File: config.mk
export PLATFORM = sky130hd
export DESIGN_NAME = ad100_fetch
export DESIGN_NICKNAME = d
export VERILOG_FILES = /design/src/rtl/ad100_pkg.sv /design/src/rtl/ad100_fetch_queue.sv /design/src/rtl/ad100_fetch.sv
export SDC_FILE = /design/constraint.sdc
export NUM_CORES = 1
export LEC_CHECK = 0
export ABC_AREA = 0
export BUFFER_PORTS_ARGS = -buffer_cell sky130_fd_sc_hd__buf_4
export CAP_MARGIN = 20
export CORE_UTILIZATION = 50
export CTS_CLUSTER_SIZE = 20
export DETAILED_ROUTE_END_ITERATION = 8
export PLACE_DENSITY_LB_ADDON = 0.15
export SYNTH_ARGS = -nofsm -noshare
export SYNTH_HDL_FRONTEND = slang
export SYNTH_SLANG_ARGS = --single-unit
File: constraint.sdc
create_clock -name clk -period 2 [get_ports clk]
set_clock_uncertainty 0.15 [all_clocks]
set_input_delay 0.4 -clock clk [delete_from_list [all_inputs] [get_ports clk]]
set_output_delay 0.4 -clock clk [all_outputs]
set_load 0.03 [all_outputs]
File: src/rtl/ad100_pkg.sv
// rtl/ad100_pkg.sv - shared ad100 core types and constants
package ad100_pkg;

  localparam int XLEN = 32;

  // Word address of a 32-bit instruction: byte PC[31:2]
  typedef logic [XLEN-3:0] word_addr_t;

  localparam logic [XLEN-1:0] DEFAULT_RESET_PC = 32'h0000_0000;
  localparam logic [XLEN-1:0] NOP_INST         = 32'h0000_0013;

  typedef enum logic {
    ST_RESET = 1'b0,
    ST_RUN   = 1'b1
  } fetch_state_t;

  function automatic logic [XLEN-1:0] word_to_pc(input word_addr_t w);
    return {w, 2'b00};
  endfunction

endpackage

File: src/rtl/ad100_fetch_queue.sv
// rtl/ad100_fetch_queue.sv - prefetch FIFO of {pc, inst} with flush
module ad100_fetch_queue
  import ad100_pkg::*;
#(
  parameter  int DEPTH = 2,
  localparam int PTR_W = (DEPTH > 1) ? $clog2(DEPTH) : 1,
  localparam int CNT_W = PTR_W + 1
) (
  input  logic             clk,
  input  logic             rst_n,
  input  logic             i_flush,
  input  logic             i_push,
  input  word_addr_t       i_push_pc,
  input  logic [XLEN-1:0]  i_push_inst,
  input  logic             i_pop,
  output logic [CNT_W-1:0] o_count,
  output word_addr_t       o_head_pc,
  output logic [XLEN-1:0]  o_head_inst
);

  word_addr_t             r_pc_mem   [DEPTH];
  logic [XLEN-1:0]        r_inst_mem [DEPTH];
  logic [PTR_W-1:0]       r_rd_ptr;
  logic [PTR_W-1:0]       r_wr_ptr;
  logic [CNT_W-1:0]       r_count;
  logic                   w_pop;

  // Popping an empty queue is ignored so a stray ready cannot underflow
  assign w_pop       = i_pop && (r_count != '0);
  assign o_count     = r_count;
  assign o_head_pc   = r_pc_mem[r_rd_ptr];
  assign o_head_inst = r_inst_mem[r_rd_ptr];

  // Storage, pointers and occupancy; flush wins over push and pop
  always_ff @(posedge clk or negedge rst_n) begin
    if (!rst_n) begin
      for (int i = 0; i < DEPTH; i++) begin
        r_pc_mem[i]   <= '0;
        r_inst_mem[i] <= '0;
      end
      r_rd_ptr <= '0;
      r_wr_ptr <= '0;
      r_count  <= '0;
    end else if (i_flush) begin
      r_rd_ptr <= '0;
      r_wr_ptr <= '0;
      r_count  <= '0;
    end else begin
      if (i_push) begin
        r_pc_mem[r_wr_ptr]   <= i_push_pc;
        r_inst_mem[r_wr_ptr] <= i_push_inst;
        r_wr_ptr             <= r_wr_ptr + PTR_W'(1);
      end
      if (w_pop) begin
        r_rd_ptr <= r_rd_ptr + PTR_W'(1);
      end
      case ({i_push, w_pop})
        2'b10:   r_count <= r_count + CNT_W'(1);
        2'b01:   r_count <= r_count - CNT_W'(1);
        default: r_count <= r_count;
      endcase
    end
  end

endmodule

File: src/rtl/ad100_fetch.sv
// rtl/ad100_fetch.sv - ad100 instruction fetch stage with prefetch queue
module ad100_fetch
  import ad100_pkg::*;
#(
  parameter logic [31:0] RESET_PC = DEFAULT_RESET_PC,
  parameter int          DEPTH    = 2
) (
  input  logic        clk,
  input  logic        rst_n,
  output logic        mem_rd,
  output logic [29:0] mem_addr,
  input  logic [31:0] mem_rdata,
  output logic        inst_valid,
  input  logic        inst_ready,
  output logic [31:0] inst,
  output logic [31:0] inst_pc,
  input  logic        redirect_valid,
  input  logic [31:0] redirect_pc
);

  localparam int         CNT_W      = $clog2(DEPTH) + 1;
  localparam word_addr_t RESET_WORD = RESET_PC[31:2];

  fetch_state_t     r_state;
  fetch_state_t     w_state_nxt;
  word_addr_t       r_fetch_pc;
  word_addr_t       r_issue_pc;
  logic             r_inflight;
  logic             r_kill;
  logic             w_run;
  logic             w_issue;
  logic             w_push;
  logic             w_pop;
  logic [CNT_W-1:0] w_count;
  logic [CNT_W:0]   w_occ;
  word_addr_t       w_head_pc;
  logic [31:0]      w_head_inst;
  logic             w_unused_low;

  // Byte-offset bits of a redirect target carry no information
  assign w_unused_low = ^redirect_pc[1:0];

  // Occupancy counted against the queue uses the pre-pop count
  assign w_occ = {1'b0, w_count} + (CNT_W + 1)'(r_inflight);

  // State register for the reset/run sequencer
  always_ff @(posedge clk or negedge rst_n) begin
    if (!rst_n) begin
      r_state <= ST_RESET;
    end else begin
      r_state <= w_state_nxt;
    end
  end

  // Next state and issue decision; reads never start in the reset state
  always_comb begin
    w_state_nxt = r_state;
    w_run       = 1'b0;
    w_issue     = 1'b0;
    case (r_state)
      ST_RESET: w_state_nxt = ST_RUN;
      ST_RUN:   w_run       = 1'b1;
      default:  w_state_nxt = ST_RESET;
    endcase
    w_issue = w_run && !redirect_valid && (w_occ < (CNT_W + 1)'(DEPTH));
  end

  // Program counter, in-flight tracking and the kill flag for redirects
  always_ff @(posedge clk or negedge rst_n) begin
    if (!rst_n) begin
      r_fetch_pc <= RESET_WORD;
      r_issue_pc <= RESET_WORD;
      r_inflight <= 1'b0;
      r_kill     <= 1'b0;
    end else begin
      r_inflight <= w_issue;
      r_kill     <= redirect_valid;
      if (redirect_valid) begin
        r_fetch_pc <= redirect_pc[31:2];
      end else if (w_issue) begin
        r_issue_pc <= r_fetch_pc;
        r_fetch_pc <= r_fetch_pc + 30'd1;
      end
    end
  end

  assign w_push     = r_inflight && !r_kill;
  assign w_pop      = inst_valid && inst_ready;

  assign mem_rd     = w_issue;
  assign mem_addr   = r_fetch_pc;
  assign inst_valid = (w_count != '0);
  assign inst       = w_head_inst;
  assign inst_pc    = word_to_pc(w_head_pc);

  ad100_fetch_queue #(
    .DEPTH (DEPTH)
  ) u_queue (
    .clk         (clk),
    .rst_n       (rst_n),
    .i_flush     (redirect_valid),
    .i_push      (w_push),
    .i_push_pc   (r_issue_pc),
    .i_push_inst (mem_rdata),
    .i_pop       (w_pop),
    .o_count     (w_count),
    .o_head_pc   (w_head_pc),
    .o_head_inst (w_head_inst)
  );

endmodule
==> impl_metrics.yaml <==
synth:
  synth.area.mux_share_pct: 28.88
  synth.yosys.seq_area_share_pct: 56.27
  synth_xor_area_share_pct: 3.299
  postSynthAreaPerCell_um2: 13.74
  ys.flop_type: "dfrtp_1"
  synth_compound_area_share_pct: 2.401
  synth_top_family_by_area: "multiplexers"
  synthesis.instances: 618
  synthDistinctLibCells: 41
  netlist_area_mm2: 0.008494
  synthAdderAreaFrac_pct: 0.1473
  synth_edf_count: 0
  async_flop_share_pct: 100.0
  ys_ff_latch: 191
  synth_warnings: 0
  synth-simple-area-share_pct: 6.599
clock_tree:
  cts.clk_slew.worst_paths_ns: 0.06
  clockBufferDepth: 2
  cts_tree: "done"
  cts-root-buf: "clkbuf_16"
  htreeDepth: 4
  cts.sinks: 191
  cts_buffers: 17
  clk_latency_ns: 0.43
worst_setup_path:
  worst_setup_path_start_kind: "flip-flop"
  critPathRequiredTime_ns: 1.45
  setup.worst_path.end_class: "output port"
  worstPathMaxFanout: 8
  worst_ep_arrival_time_ns: 1.62
  worstSetupPathType: "flip-flop to output port"
placement:
  portBuffers: 159
  place.gp.congestion: 0.7493
  pre_cts_ws_ns: -0.09379
  hpwlAfterDp_um: 13060
  place_inst: 1011
die:
  ios: 164
  core_mm2: 0.01658
  num_rows: 47
  die_y_um: 132.3
  die_area_mm2: 0.01751
  start_util_pct: 51.22
  fp.dieW_um: 132.3
outcome:
  status: "finished with violations"
  violations: "setup timing"
route:
  drtIter0Drc: 253
  avgRoutedWirePerCell_um: 19.36
  drt_pass1_iterations: 4
  wl_um: 20600
  drt.antenna.violating_nets: 0
  vias: 5753
  drc_errors: 0
  via_per_inst: 5.407
layout:
  fillers: 1181
  final_cell_mix: "205 x mux2_2, 184 x dfrtp_1, 152 x buf_4, 57 x buf_6, 38 x nand2_1"
  n_antenna_cell: 0
  area_delta_synth_final_pct: 37.19
  finalNetCount: 900
  final_common_cell: "mux2_2"
  layout.area.seq_mm2: 0.004788
  multiInputGateArea_mm2: 0.003829
  utilization_pct: 70.27
  drive_gt1_share_pct: 61.85
  fin_cells: 1064
sta:
  setup_viol: 72
  whs_ns: 0.01777
  clock.fmax_mhz: 460.0
  rsz0062_at_grt: "yes"
  drv_slew: 0
  hold_viol_final: 0
  setup_tns_ns: -9.469
  layout_setup_ws_ns: -0.1739
  timing.final.crit_share_pct: 108.7
  min_period_ns: 2.174
power:
  intPower_mw: 8.463
  seq_power_share_pct: 41.6
  leakagePower_nw: 5.464
  combPwrFrac_pct: 31.2
  switching_share_pct: 30.64
  irDropWorstVdd_v: 0.0006759
  clock_power_share_pct: 27.2
  switchingPower_mw: 3.739
  power_density_mw_per_mm2: 1047
grt:
  grt_max_degree: 50
  grt_pass1_vias: 6187
  antenna_found_initial: 0
  track_usage_pct: 23.39
  grt_pass1_wl_um: 31910
  grt-ovfl-total: 0
hold_path:
  hold_path_class: "input port to flip-flop"
job:
  cap_viol_max_count: 0
-- synth_stat cells (2+ instances only) --
library cell | instances | area [um2]
mux2_2 | 217 | 2444
dfrtp_1 | 191 | 4780
nand2_1 | 39 | 146.4
xnor2_1 | 27 | 236.5
o21ai_0 | 22 | 110.1
buf_2 | 16 | 80.08
clkbuf_1 | 13 | 48.80
nor3_1 | 8 | 40.04
nand3_1 | 7 | 35.03
nor2_1 | 7 | 26.28
nor4_1 | 7 | 43.79
o21ai_1 | 7 | 35.03
inv_1 | 6 | 22.52
nand4_1 | 6 | 37.54
xor2_1 | 5 | 43.79
a21oi_1 | 4 | 20.02
and3_1 | 3 | 18.77
nor2b_1 | 3 | 18.77
buf_1 | 2 | 7.510
buf_4 | 2 | 15.01
buf_6 | 2 | 22.52
conb_1 | 2 | 7.510
nor3_2 | 2 | 20.02
nor4_2 | 2 | 25.02
nor4_4 | 2 | 42.54
-- sequential cells by signal, indices dropped and copies added, names as in the netlist --
name and flops:
r_inflight 1, mem_addr 30, r_issue_pc 30, u_queue.r_pc_mem 60, u_queue.r_inst_mem 64, u_queue.r_rd_ptr 1
u_queue.r_wr_ptr 1, u_queue.o_count 2, r_state 1, r_kill 1
-- per-layer routing --
| layer | track usage [%] | wire length, um | vias up |
|---|---|---|---|
| li1 | - | - | 2601 |
| met1 | 29.70 | 8677 | 2978 |
| met2 | 39.39 | 10610 | 151 |
| met3 | 5.498 | 1028 | 23 |
| met4 | 7.918 | 276 | 0 |
| met5 | 0 | 0 | - |
-- power by group through the flow --
stage	clock, mW	combinational (mW)	sequential, mW
after CTS	3.38	3.52	5.06
after floorplan	0	2.10	5.12
final	3.32	3.81	5.08
after global routing	3.52	4.02	5.17
after global placement	0	3.37	5.04
after detailed placement	0	3.45	5.12
-- cells by family (layout without fill, tap and decap cells) --
logic type               count (synthesis)  count (layout)
adder cells (fa/ha/maj)                  1               1
multiplexers                           218             218
flip-flops                             191             191
AO/OA/AOI/OAI                           37              37
other                                    2               3
buffers and inverters                   41             266
XOR/XNOR                                32              32
AND/OR/NAND/NOR                         96              96
-- area by class of cell --
| cell class | count | share of cell area [%] |
|---|---|---|
| timing repair buffer | 228 | 18.45 |
| tap | 220 | 2.362 |
| sequential | 191 | 41.09 |
| clock inverter | 9 | 0.6979 |
| multi-input combinational | 387 | 32.85 |
| clock buffer | 23 | 4.359 |
| inverter | 6 | 0.1933 |
-- per-stage QoR --
step / total power, mW / cell area (um2)
floorplan: 7.222 / 8508
global placement: 8.414 / 10290
detailed placement: 8.571 / 10290
CTS: 11.95 / 11100
global route: 12.72 / 11650
finish: 12.20 / 11650
-- path summary, 6_finish.rpt --
path / end / cells after the start / slack, ns / start
setup / recovery: inst_pc[13] / 4 / -0.17 / u_queue.r_rd_ptr
hold / removal: u_queue.o_count[1] / 2 / 0.02 / inst_ready
setup reg to reg: mem_addr[11] / 7 / -0.11 / u_queue.o_count[1]
hold reg to reg: u_queue.r_inst_mem[58] / 1 / 0.35 / u_queue.r_inst_mem[58]
max in group asynchronous: u_queue.r_inst_mem[0] / 3 / 0.80 / rst_n
min in group asynchronous: u_queue.r_inst_mem[30] / 2 / 0.33 / rst_n
-- timing repair --
action	CTS	global route
resized for setup	22	113
endpoints found under the setup margin	82	165
buffers inserted	8	9
endpoints found under the hold margin	38	0
pin swaps	5	21
gates cloned	2	3
hold buffers	1	0
-- worst max-delay path: stages (launching register included) --
cell,delay (ns)
dfrtp_2,0.38
buf_4,0.15
clkbuf_16,0.17
mux2_2,0.34
buf_4,0.17
Power figures use the tool's default switching activity.
